File: src/rtl/uart_command_decoder_if.sv
// Byte-strobe input and decoded-command output bundle for uart_command_decoder.
// Ports: rx_valid/rx_byte (receiver -> decoder), cmd_valid/cmd_address/cmd_data,
//        error/error_count/busy (decoder -> register/control logic).
interface uart_command_decoder_if;
    logic       rx_valid;
    logic [7:0] rx_byte;
    logic       cmd_valid;
    logic [7:0] cmd_address;
    logic [7:0] cmd_data;
    logic       error;
    logic [7:0] error_count;
    logic       busy;

    // master: the side feeding bytes and consuming commands
    modport master (
        output rx_valid, rx_byte,
        input  cmd_valid, cmd_address, cmd_data, error, error_count, busy
    );

    // slave: the decoder itself
    modport slave (
        input  rx_valid, rx_byte,
        output cmd_valid, cmd_address, cmd_data, error, error_count, busy
    );
endinterface

File: src/rtl/uart_command_decoder.sv
// Purpose: assemble SYNC/address/data/checksum frames from UART byte strobes into commands.
// Latency: cmd_valid/error rise one cycle after the completing/breaking byte, 1-cycle pulses.
// Backpressure: none; every rx_valid cycle is consumed as a byte, no stall is possible.
// Ports: clock, reset (sync, active-high); bus (slave modport): rx_valid/rx_byte in,
//        cmd_valid/cmd_address/cmd_data, error/error_count, busy out.
module uart_command_decoder #(
    parameter logic [7:0] SYNC_BYTE      = 8'h55,
    parameter int         TIMEOUT_CYCLES = 50_000
) (
    input  logic                  clock,
    input  logic                  reset,
    uart_command_decoder_if.slave bus
);

    localparam int                CNT_W    = $clog2(TIMEOUT_CYCLES) + 1;
    localparam logic [CNT_W-1:0]  TMO_LAST = CNT_W'(TIMEOUT_CYCLES - 1);

    typedef enum logic [1:0] {
        IDLE     = 2'd0,
        ADDRESS  = 2'd1,
        DATA     = 2'd2,
        CHECKSUM = 2'd3
    } state_t;

    state_t           state;
    logic [7:0]       addr_q;
    logic [7:0]       data_q;
    logic [CNT_W-1:0] tmo_cnt;
    logic             cmd_vld_q;
    logic [7:0]       cmd_addr_q;
    logic [7:0]       cmd_dat_q;
    logic             err_vld_q;
    logic [7:0]       err_cnt_q;

    logic [7:0]       csum_exp;
    logic             tmo_hit;

    // 8-bit truncated sum; carry intentionally dropped
    assign csum_exp = addr_q + data_q;

    // A byte arriving on the expiry cycle takes priority, hence the !rx_valid term
    assign tmo_hit  = (state != IDLE) && !bus.rx_valid && (tmo_cnt == TMO_LAST);

    always_ff @(posedge clock) begin
        if (reset) begin
            state      <= IDLE;
            addr_q     <= 8'd0;
            data_q     <= 8'd0;
            tmo_cnt    <= '0;
            cmd_vld_q  <= 1'b0;
            cmd_addr_q <= 8'd0;
            cmd_dat_q  <= 8'd0;
            err_vld_q  <= 1'b0;
            err_cnt_q  <= 8'd0;
        end else begin
            cmd_vld_q <= 1'b0;
            err_vld_q <= 1'b0;

            // Inter-byte gap counter: idle frames and fresh bytes restart it
            if (state == IDLE || bus.rx_valid) begin
                tmo_cnt <= '0;
            end else begin
                tmo_cnt <= tmo_cnt + 1'b1;
            end

            if (tmo_hit) begin
                state     <= IDLE;
                err_vld_q <= 1'b1;
                if (err_cnt_q != 8'hFF) begin
                    err_cnt_q <= err_cnt_q + 8'd1;
                end
            end else if (bus.rx_valid) begin
                case (state)
                    IDLE: begin
                        // non-SYNC bytes between frames are dropped silently
                        if (bus.rx_byte == SYNC_BYTE) begin
                            state <= ADDRESS;
                        end
                    end
                    ADDRESS: begin
                        // SYNC value here is just an address, no resync
                        addr_q <= bus.rx_byte;
                        state  <= DATA;
                    end
                    DATA: begin
                        data_q <= bus.rx_byte;
                        state  <= CHECKSUM;
                    end
                    CHECKSUM: begin
                        state <= IDLE;
                        if (bus.rx_byte == csum_exp) begin
                            cmd_vld_q  <= 1'b1;
                            cmd_addr_q <= addr_q;
                            cmd_dat_q  <= data_q;
                        end else begin
                            err_vld_q <= 1'b1;
                            if (err_cnt_q != 8'hFF) begin
                                err_cnt_q <= err_cnt_q + 8'd1;
                            end
                        end
                    end
                    default: state <= IDLE;
                endcase
            end
        end
    end

    assign bus.cmd_valid   = cmd_vld_q;
    assign bus.cmd_address = cmd_addr_q;
    assign bus.cmd_data    = cmd_dat_q;
    assign bus.error       = err_vld_q;
    assign bus.error_count = err_cnt_q;
    assign bus.busy        = (state != IDLE);

endmodule

File: src/flat_wrapper.sv
// flat-port wrapper written by rule: the top's interface ports become plain ports
module uart_command_decoder_flat 
#(
    parameter logic [7:0] SYNC_BYTE      = 8'h55,
    parameter int         TIMEOUT_CYCLES = 50_000
)
  (clock, reset, bus_rx_valid, bus_rx_byte, bus_cmd_valid, bus_cmd_address, bus_cmd_data, bus_error, bus_error_count, bus_busy);
  uart_command_decoder_if bus_i ();
  input  logic clock;
  input  logic reset;
  input wire logic [$bits(bus_i.rx_valid)-1:0] bus_rx_valid;
  input wire logic [$bits(bus_i.rx_byte)-1:0] bus_rx_byte;
  output wire logic [$bits(bus_i.cmd_valid)-1:0] bus_cmd_valid;
  output wire logic [$bits(bus_i.cmd_address)-1:0] bus_cmd_address;
  output wire logic [$bits(bus_i.cmd_data)-1:0] bus_cmd_data;
  output wire logic [$bits(bus_i.error)-1:0] bus_error;
  output wire logic [$bits(bus_i.error_count)-1:0] bus_error_count;
  output wire logic [$bits(bus_i.busy)-1:0] bus_busy;
  assign bus_i.rx_valid = bus_rx_valid;
  assign bus_i.rx_byte = bus_rx_byte;
  assign bus_cmd_valid = bus_i.cmd_valid;
  assign bus_cmd_address = bus_i.cmd_address;
  assign bus_cmd_data = bus_i.cmd_data;
  assign bus_error = bus_i.error;
  assign bus_error_count = bus_i.error_count;
  assign bus_busy = bus_i.busy;
  uart_command_decoder #(.SYNC_BYTE(SYNC_BYTE), .TIMEOUT_CYCLES(TIMEOUT_CYCLES)) u_core (.clock(clock), .reset(reset), .bus(bus_i));
endmodule
File: config.mk
export PLATFORM = sky130hd
export DESIGN_NAME = uart_command_decoder_flat
export DESIGN_NICKNAME = d
export VERILOG_FILES = /design/src/rtl/uart_command_decoder_if.sv /design/src/rtl/uart_command_decoder.sv /design/src/flat_wrapper.sv
export SDC_FILE = /design/constraint.sdc
export NUM_CORES = 1
export LEC_CHECK = 0
export CAP_MARGIN = 10
export CORE_MARGIN = 5
export CORE_UTILIZATION = 45
export CTS_CLUSTER_SIZE = 28
export DETAILED_ROUTE_END_ITERATION = 7
export PLACE_DENSITY = 0.78
export SLEW_MARGIN = 5
export SYNTH_ARGS = -nofsm -noshare
export SYNTH_HDL_FRONTEND = slang
export SYNTH_SLANG_ARGS = --single-unit
export TNS_END_PERCENT = 20
File: constraint.sdc
create_clock -name clock -period 6.7 [get_ports clock]
set_input_delay 1.005 -clock clock [delete_from_list [all_inputs] [get_ports clock]]
set_output_delay 1.005 -clock clock [all_outputs]
set_load 0.05 [all_outputs]
## Word-level counts from Yosys, hierarchy flattened

Cells that the tools add are included.

- $add $sub $neg: 3
- Eq/ne operators: 9
- Muxes and demuxes: 12
- Bitwise gates (word level): 3
- Reduce and logical (&&, ||, !) cells: 16

Operators by type and width:

| operator | count |
|---|---|
| 8-bit 2-to-1 mux | 5 |
| 17-bit by 1-bit adder with 17-bit output, second input constant | 1 |
| 17-bit by 16-bit == test with 1-bit output, second input constant | 1 |
| 3-bit AND reduction | 3 |
| 8-bit by 1-bit adder with 8-bit output, second input constant | 1 |
| 8-bit adder | 1 |
| 8-bit by 7-bit == test with 1-bit output, second input constant | 1 |
| 8-bit == test | 1 |
| 8-bit inequality test, second input constant | 1 |
| 2-bit one-hot mux with 4 select lines | 1 |
| 2-bit nonzero test | 3 |
| 1-bit 2-to-1 mux | 5 |
| 2-bit == test, second input constant | 2 |
| 4-bit AND reduction | 1 |
| 2-bit OR reduction | 2 |
| 4-bit OR reduction | 1 |
| 1-bit inverter | 3 |
| 2-bit by 1-bit == test with 1-bit output, second input constant | 1 |
| 1-bit logical AND | 2 |
| 2-bit zero test | 1 |
| 2-bit 2-to-1 mux | 1 |
| 2-bit by 1-bit inequality test with 1-bit output, second input constant | 1 |
| 2-bit inequality test, second input constant | 1 |
| 2-bit AND reduction | 1 |
| 2 further kinds | 2 |

- Register bits: 61
- Input port bits: 11
- Output and inout port bits: 27
- Word-level logic and storage cells: 52

## Logic depth before layout (Yosys ltp)

Gate-level depths: netlist (run 1).

- Word-level depth: 6
- Gate-level depth with buffers: 10
- Depth with buffers taken out: 9

## Least setup slack after synthesis (run 1)

OpenSTA, ideal clock, no wires.

- Kind: register -> register
- Start: reg u_core.data_q[0]
- End: reg u_core.cmd_dat_q[1], in the netlist u_core.bus.cmd_data[1]
- Setup time: 128 ps
- Arrival: 2,613 ps
- Data required time: 6,572 ps
- Slack: 3,959 ps
- Cell stages (with the launch flop): 11
- Buffers on the path: 1
- Period minus slack after synthesis: 2,741 ps
- Path through: dfxtp_1 -> ha_1 -> fa_1 -> xnor2_1 -> xnor2_1 -> or3_1 -> nand3b_4 -> nor4_4 -> buf_6 -> mux2i_1 -> nor2_1

- Longest elaborated chain between the ends: 3

RTL lines:

| item | line | source |
|---|---|---|
| start, declared | uart_command_decoder.sv:27 | `logic [7:0] data_q;` |
| start signal, assigned | uart_command_decoder.sv:86 | `data_q <= bus.rx_byte;` |
| 8-bit adder | uart_command_decoder.sv:39 | `assign csum_exp = addr_q + data_q;` |
| 8-bit == test | uart_command_decoder.sv:91 | `if (bus.rx_byte == csum_exp) begin` |
| 4-bit AND reduction (no source line) | -- |  |
| end signal, assigned | uart_command_decoder.sv:94 | `cmd_dat_q <= data_q;` |
| end, declared | uart_command_decoder.sv:31 | `logic [7:0] cmd_dat_q;` |

No other way between the ends.
A chain may end at the register's enable or synchronous reset.

## Final worst setup path (run 1)

- Start: in bus_rx_valid
- End: reg u_core.err_cnt_q[3], in the netlist u_core.bus.error_count[3]

- Longest elaborated chain between the ends: 5
- Elaborated cells on any way between the ends: 8
- Classes of those cells: eq/ne (1); mux (1); reduce/logical (6)

RTL lines:

| item | line | source |
|---|---|---|
| start, declared | flat_wrapper.sv:11 | `input wire logic [$bits(bus_i.rx_valid)-1:0] bus_rx_valid;` |
| 1-bit zero test | uart_command_decoder.sv:42 | `assign tmo_hit = (state != IDLE) && !bus.rx_valid && (tmo_cnt == TMO_LAST);` |
| 1-bit logical AND (2 in a row) | uart_command_decoder.sv:42 |  |
| 2-bit by 1-bit inequality test with 1-bit output (no source line) or 2-bit nonzero test (tied branches) | -- |  |
| 3-bit AND reduction (no source line) | -- |  |
| end signal, assigned | uart_command_decoder.sv:70 | `err_cnt_q <= err_cnt_q + 8'd1;` |
| end signal, assigned | uart_command_decoder.sv:98 | `err_cnt_q <= err_cnt_q + 8'd1;` |
| end, declared | uart_command_decoder.sv:33 | `logic [7:0] err_cnt_q;` |

Several ways; a longest one is shown, not always the timed one.

==> key figures, run 1 <==
Status
  • Outcome: finished clean

Finish
  • Footprint of the multi-input gates: 1580 um2
  • Share of cells above drive strength 1: ~6.3%
  • Fillers: around 580
  • N_diodes: 0
  • Synthesis-to-layout area growth: 22.1%
  • Register area: 1220 um2
  • Final nets: 389

Clock network
  • H-tree level count: 3
  • TritonCTS clock tree: built
  • Clk slew on worst S/H paths: ~0.07 ns
  • Post-CTS Setup Bufs: 0
  • CTS Buf Count: 9
  • Post-CTS Resized: 0
  • Worst-Skew Late Latency: 0.35 ns
  • CTS hold repair buffers: 0
  • Maximum clock path buffer count: 2
  • Clock tree root buffer cell: clkbuf_8
  • Clock sinks: 61

Detailed routing
  • WL per Instance: 14.4 um
  • Final WL: 6.40 mm
  • Iteration-0 DRC Markers: between 150 and 200
  • 1st-pass router iterations: 5
  • Final antenna-violating net count: 0
  • Vias: 2408
  • DRC viols: 0
  • Vias per Instance: about 5.4

Synthesis
  • Synthesized netlist cell count: 328
  • Post-synthesis sequential area ratio: between 40% and 50%
  • Post-synth top cells: 61 x dfxtp_1, 41 x nor2_1, 31 x a21oi_1, 31 x nand3_1, 28 x nand2_1
  • Post-synth top area share: 42.3%
  • Most frequent cell after synthesis: dfxtp_1
  • Post-synthesis net count: 353
  • Async set or reset register ratio after synthesis: 0%
  • Yosys cell types: 39
  • Post-synth EDFFs: 0
  • Prevailing post-synth register cell: dfxtp_1
  • Netlist Area Pre-Place: 2890 um2
  • Synth area leader: dfxtp_1
  • Largest cells by area after synthesis: dfxtp_1 42%, mux2i_1 5.9%, ha_1 5.6%
  • Mapped Avg Cell Area: 8.80 um2
  • Yosys warns: 0
  • Register bit total from synthesis: 61

Timing
  • RSZ-0062 raised after global routing: false
  • Setup tns final: 0 ns
  • Final setup viols: 0
  • Fin. Hold Viols: 0
  • Rel. slew slack: 45.7%
  • Final Max Slew Viols: 0
  • Fmax: 306 MHz
  • Tmin final: 3.27 ns
  • Clock skew: 0.00808 ns
  • Period utilization: 48.8%
  • Worst-margin pin slew: a little over 0.8 ns

Setup path
  • Endpoint type of the worst setup path: flip-flop
  • R2R Path Start: u_core.data_q[0]
  • Worst r2r dst: u_core.bus.error_count[1]
  • R2R depth: 9
  • R2r setup slk: 3.70 ns
  • Critical path class: input pin to flip-flop
  • Crit path arrival time: between 3 and 4 ns
  • Startpoint Class: input pin
  • Worst-path fanout max: 25
  • CP required: around 7.0 ns

Floorplanning
  • Top Ports: 38
  • Initial Util: 45.7%
  • CORE AREA: 6310 um2
  • Die height: 90.1 um
  • Die Width: between 90 and 100 um
  • Row Count: 29
  • Die area: 8120 um2

Global route
  • Grt ovf: 0
  • Aggregate global-route resource usage: 16.0%
  • Largest net degree at the start of global routing: 44
  • First-pass GRT wire length: 10.8 mm
  • Initial antenna violation count: 0
  • Vias in the first global route: 2423

Hold path
  • Hold EP: u_core.tmo_cnt[0]
  • Hold Crit Depth: 1
  • HP Start: u_core.tmo_cnt[0]
  • HP Class: flip-flop to flip-flop

Power
  • P_leak: 1.25 nW
  • Pwr dens: 210 nW/um2
  • Worst VDD drop: 118 uV
  • Total power: approximately 740 uW

Place
  • GP Congestion: 0.919
  • Detailed Place HPWL: between 4 and 5 mm
  • Port Buffer Count: 37

Job
  • Max-cap violations: 0
## state kept, by name, indices dropped and copies added (netlist names)
| register | flops |
|---|---|
| u_core.state | 2 |
| u_core.bus.cmd_data | 8 |
| u_core.data_q | 8 |
| u_core.bus.cmd_valid | 1 |
| u_core.addr_q | 8 |
| u_core.bus.cmd_address | 8 |
| u_core.bus.error | 1 |
| u_core.bus.error_count | 8 |
| u_core.tmo_cnt | 17 |
## worst max-delay path by stage
stage | from | end | slack [ns] | depth (start not counted)
finish | bus_rx_valid | u_core.bus.error_count[3] | 3.43 | 7
global route | bus_rx_valid | u_core.bus.error_count[5] | 3.21 | 7
CTS | bus_rx_valid | u_core.bus.error_count[7] | 3.08 | 7
detailed placement | bus_rx_valid | u_core.bus.error_count[7] | 2.79 | 7
global placement | bus_rx_valid | u_core.bus.error_count[1] | 2.90 | 7
floorplan | u_core.data_q[0] | u_core.bus.cmd_data[1] | 3.96 | 10
## layer usage
metal  GRT usage, %  vias up  share of wire, %
met2           25.1       55                47
met5              0        -                 0
met3           4.01       12               5.8
met4           9.18        0               2.1
met1           19.9     1118                45
li1               -     1223                 -
## metrics by stage
stage	setup WS, ns	cells	cell area (um2)	hold slack, ns	utilization, %
floorplan	3.96	328	2890	0.418	-
global placement	2.90	430	3310	0.428	52.4
detailed placement	2.79	430	3310	0.446	52.4
CTS	3.08	445	3520	0.455	55.8
global route	3.21	445	3530	0.486	55.8
finish	3.43	445	3530	0.461	55.8
## layout make-up
class / count / area share [%]
well taps: 77 / 2.73
flip-flops and latches: 61 / 34.6
inverters: 8 / 0.852
clock inverters: 5 / 2.13
repair buffers: 39 / 10.9
clock buffers: 10 / 3.90
multi-input cells: 245 / 44.8
## logic make-up (layout without fill, tap and decap cells)
family,Yosys count,count (layout),synth area share (%)
xor gates and xnor gates,28,28,8.49
and+or+nand+nor,130,130,22.5
buffers and inverters,22,62,3.16
muxes,17,17,5.89
AOI/OAI and AO/OA,56,56,11.3
DFF,61,61,42.3
adders and majority gates,14,14,6.33
## layout by cell type (no fill, tap or decap), drive strengths merged, types with 3 or more instances in the layout
cell / n
a211oi: 3
a21o: 3
a21oi: 31
and3: 6
clkbuf: 10
clkdlybuf4s50: 37
clkinv: 3
dfxtp: 61
ha: 13
inv: 8
mux2i: 17
nand2: 28
nand3: 31
nor2: 41
nor4: 3
o21ai: 11
or3: 10
xnor2: 14
xor2: 14
## critical path, stage by stage
cell and delay, ns:
clkdlybuf4s50_1 0.83, nor4_1 0.51, nand4_1 0.18, a32oi_1 0.22, o31ai_2 0.21, or3_1 0.43
a21oi_1 0.15
## power by group
part	switching (mW)	internal, mW	leakage [nW]
Sequential	0.000157	0.363	0.491
Clock	0.139	0.215	0.112
Combinational	0.0144	0.0103	0.651
Total	0.153	0.588	1.25
Power figures use the tool's default switching activity.
==> run 2: changes to the inputs <==
==> constraint.sdc (replaced) <==
create_clock -name clock -period 3.35 [get_ports clock]
set_input_delay 0.5025 -clock clock [delete_from_list [all_inputs] [get_ports clock]]
set_output_delay 0.5025 -clock clock [all_outputs]
set_load 0.05 [all_outputs]
==> key figures, run 2 (same netlist as run 1, synthesis figures left out) <==
Power
  • Switching power: 288 uW (+88%)
  • Sw Ratio: 21.2% (+0.49 points)
  • P_leak: 1.25 nW (-0.48%)
  • Sequential share of power: 53.4% (+4.5 points)
  • Clock power frac: 42.8% (-4.9 points)
  • Pint: 1.07 mW (+82%)
  • Pwr dens: 388 nW/um2 (+84%)
  • Worst VDD drop: 212 uV (+79%)
  • Logic pwr share: 3.8% (+0.5 points)

Hold path
  • Hold EP: u_core.tmo_cnt[0]
  • Hold Crit Depth: 1 (unchanged)
  • HP Start: u_core.tmo_cnt[0]
  • HP Class: flip-flop to flip-flop

Global route
  • Aggregate global-route resource usage: 15.5% (-0.51 points)
  • Initial antenna violation count: 0 (unchanged)
  • Vias in the first global route: 2281 (-5.9%)
  • Grt ovf: 0 (unchanged)
  • First-pass GRT wire length: 10.5 mm (-3.1%)
  • Largest net degree at the start of global routing: 25 (-43%)

Timing
  • Setup tns final: 0 ns (unchanged)
  • Final Max Slew Viols: 0 (unchanged)
  • Hold Slack: 0.455 ns (-0.00649 ns)
  • Final setup viols: 0 (unchanged)
  • Tmin final: 2.76 ns
  • Worst-margin pin slew: 0.558 ns (-0.254 ns)
  • Fin. Hold Viols: 0 (unchanged)
  • Fmax: 362 MHz
  • RSZ-0062 raised after global routing: false
  • Rel. slew slack: 62.8% (+17 points)
  • Clock skew: 0.00673 ns (-0.00134 ns)
  • Period utilization: just over 80%

Place
  • GP Congestion: 0.898 (-2.3%)
  • Detailed Place HPWL: 4.41 mm (-1.7%)
  • Port Buffer Count: 37 (unchanged)

Detailed routing
  • Vias: 2412 (+0.17%)
  • Iteration-0 DRC Markers: 119 (-23%)
  • Final antenna-violating net count: 0 (unchanged)
  • 1st-pass router iterations: 4 (-1)
  • Final WL: 6.18 mm (-3.3%)
  • DRC viols: 0 (unchanged)
  • WL per Instance: 13.8 um (-4.0%)
  • Vias per Instance: 5.38 (-0.50%)

Clock network
  • Maximum clock path buffer count: 2 (unchanged)
  • Clk slew on worst S/H paths: 0.06 ns (about the same)
  • TritonCTS clock tree: built
  • Post-CTS Resized: 0 (unchanged)
  • H-tree level count: 3 (unchanged)
  • CTS hold repair buffers: 0 (unchanged)
  • Clock sinks: 61 (unchanged)
  • CTS Buf Count: 9 (unchanged)
  • Worst-Skew Late Latency: 0.33 ns (-0.02 ns)
  • Post-CTS Setup Bufs: 0 (unchanged)
  • Clock tree root buffer cell: clkbuf_8

Setup path
  • Crit path arrival time: 2.98 ns (-0.56 ns)
  • Startpoint Class: flip-flop
  • R2R Path Start: u_core.data_q[0]
  • Critical path class: flip-flop to flip-flop
  • R2R depth: 10 (+1)
  • CP required: 3.57 ns (-3.40 ns)
  • Endpoint type of the worst setup path: flip-flop
  • Most common cell on crit path: xnor2_1
  • Worst-path fanout max: 16 (-36%)
  • Slowest cell on the critical path: fa_1
  • Worst r2r dst: u_core.bus.cmd_address[0]
  • R2r setup slk: 0.59 ns (-3.11 ns)
  • Worst path cell trace: ha_1, fa_1, xnor2_1, xnor2_1, or3_1, nand3b_4, nor4_4, buf_4, mux2i_1, nor2_1
  • Critical path's largest stage delay: 0.44 ns (-0.39 ns)

Finish
  • Most common cell after layout, fill and taps aside: dfxtp_1
  • Final nets: 392 (+0.77%)
  • Share of cells above drive strength 1: 6.20% (-0.051 points)
  • Synthesis-to-layout area growth: 21.5%
  • Top reg by flops: u_core.tmo_cnt
  • Commonest cells after routing, fill and taps aside: 61 x dfxtp_1, 41 x nor2_1, 37 x clkdlybuf4s50_1
  • Footprint of the multi-input gates: 1580 um2 (-0.32%)
  • Fillers: 589 (+1.7%)
  • N_diodes: 0 (unchanged)
  • Largest register FFs: 17 (unchanged)
  • Register area: 1220 um2 (unchanged)

Floorplanning
  • Top Ports: 38 (unchanged)
  • Die Width: 90.1 um (unchanged)
  • CORE AREA: 6310 um2 (unchanged)
  • Row Count: 29 (unchanged)
  • Die height: 90.1 um (unchanged)
  • Initial Util: 45.7% (unchanged)
  • Die area: 8120 um2 (unchanged)

Job
  • Max-cap violations: 0 (unchanged)

Status
  • Outcome: finished clean
-- run 2: cell types whose count changed in the layout (fill, tap and decap cells not counted), sizes merged --
| cell | change |
|---|---|
| clkbuf | +4 |
| clkinv | -2 |
| buf | +3 |
| bufinv | -2 |
-- run 2: worst max path at each step --
stage          slack (ns)        startpoint                        end
5_1_grt              0.40  u_core.data_q[0]  u_core.bus.error_count[4]
6_report             0.59  u_core.data_q[0]  u_core.bus.cmd_address[0]
4_1_cts              0.58  u_core.data_q[0]  u_core.bus.cmd_address[0]
2_1_floorplan        0.61  u_core.data_q[0]     u_core.bus.cmd_data[1]
3_3_place_gp         0.62    bus_rx_byte[6]  u_core.bus.error_count[7]
3_5_place_dp         0.58    bus_rx_byte[6]  u_core.bus.error_count[5]
-- run 2: per-stage QoR --
| step | power (mW) | utilization [%] | instance area, um2 | worst slack (ns) | std cells |
|---|---|---|---|---|---|
| 3_5_place_dp | 0.793 | 52.8 | 3330 | 0.581 | 433 |
| 6_report | 1.36 | 55.6 | 3510 | 0.589 | 448 |
| 2_1_floorplan | 0.769 | - | 2890 | 0.609 | 328 |
| 5_1_grt | 1.41 | 55.6 | 3510 | 0.404 | 448 |
| 4_1_cts | 1.37 | 55.6 | 3510 | 0.582 | 448 |
| 3_3_place_gp | 0.793 | 52.8 | 3330 | 0.617 | 433 |
-- run 2: final cells by class --
type | instances | share of cell area, %
well taps | 77 | 2.75
repair buffers | 42 | 11.6
clock inverters | 1 | 0.143
inverters | 8 | 0.856
flip-flops and latches | 61 | 34.8
multi-input cells | 245 | 44.9
clock buffers | 14 | 4.92
-- run 2: per-layer routing --
| layer | vias up | part of all wire (%) | wire length (um) | global-route usage (%) |
|---|---|---|---|---|
| met5 | - | 0 | 0 | 0 |
| met3 | 11 | 5.8 | 358 | 3.17 |
| met2 | 62 | 45 | 2780 | 23.5 |
| met1 | 1118 | 47 | 2930 | 20.7 |
| met4 | 0 | 1.9 | 119 | 7.94 |
| li1 | 1221 | - | - | - |
-- run 2: worst max-delay path: cells and delay by family, from the launching register on --
| family | cells | cell delay [ns] |
|---|---|---|
| adder cells (fa/ha/maj) | 2 | 0.68 |
| flip-flops | 1 | 0.32 |
| XOR/XNOR | 2 | 0.28 |
| buffers and inverters | 1 | 0.33 |
| multiplexers | 1 | 0.26 |
| AND/OR/NAND/NOR | 4 | 0.77 |
-- run 2: power groups by stage --
| stage | logic (mW) | registers, mW | clock network, mW |
|---|---|---|---|
| 6_report | 0.0516 | 0.726 | 0.583 |
| 3_3_place_gp | 0.0511 | 0.742 | 0 |
| 2_1_floorplan | 0.0275 | 0.742 | 0 |
| 3_5_place_dp | 0.0511 | 0.742 | 0 |
| 4_1_cts | 0.0513 | 0.726 | 0.597 |
| 5_1_grt | 0.0550 | 0.725 | 0.628 |
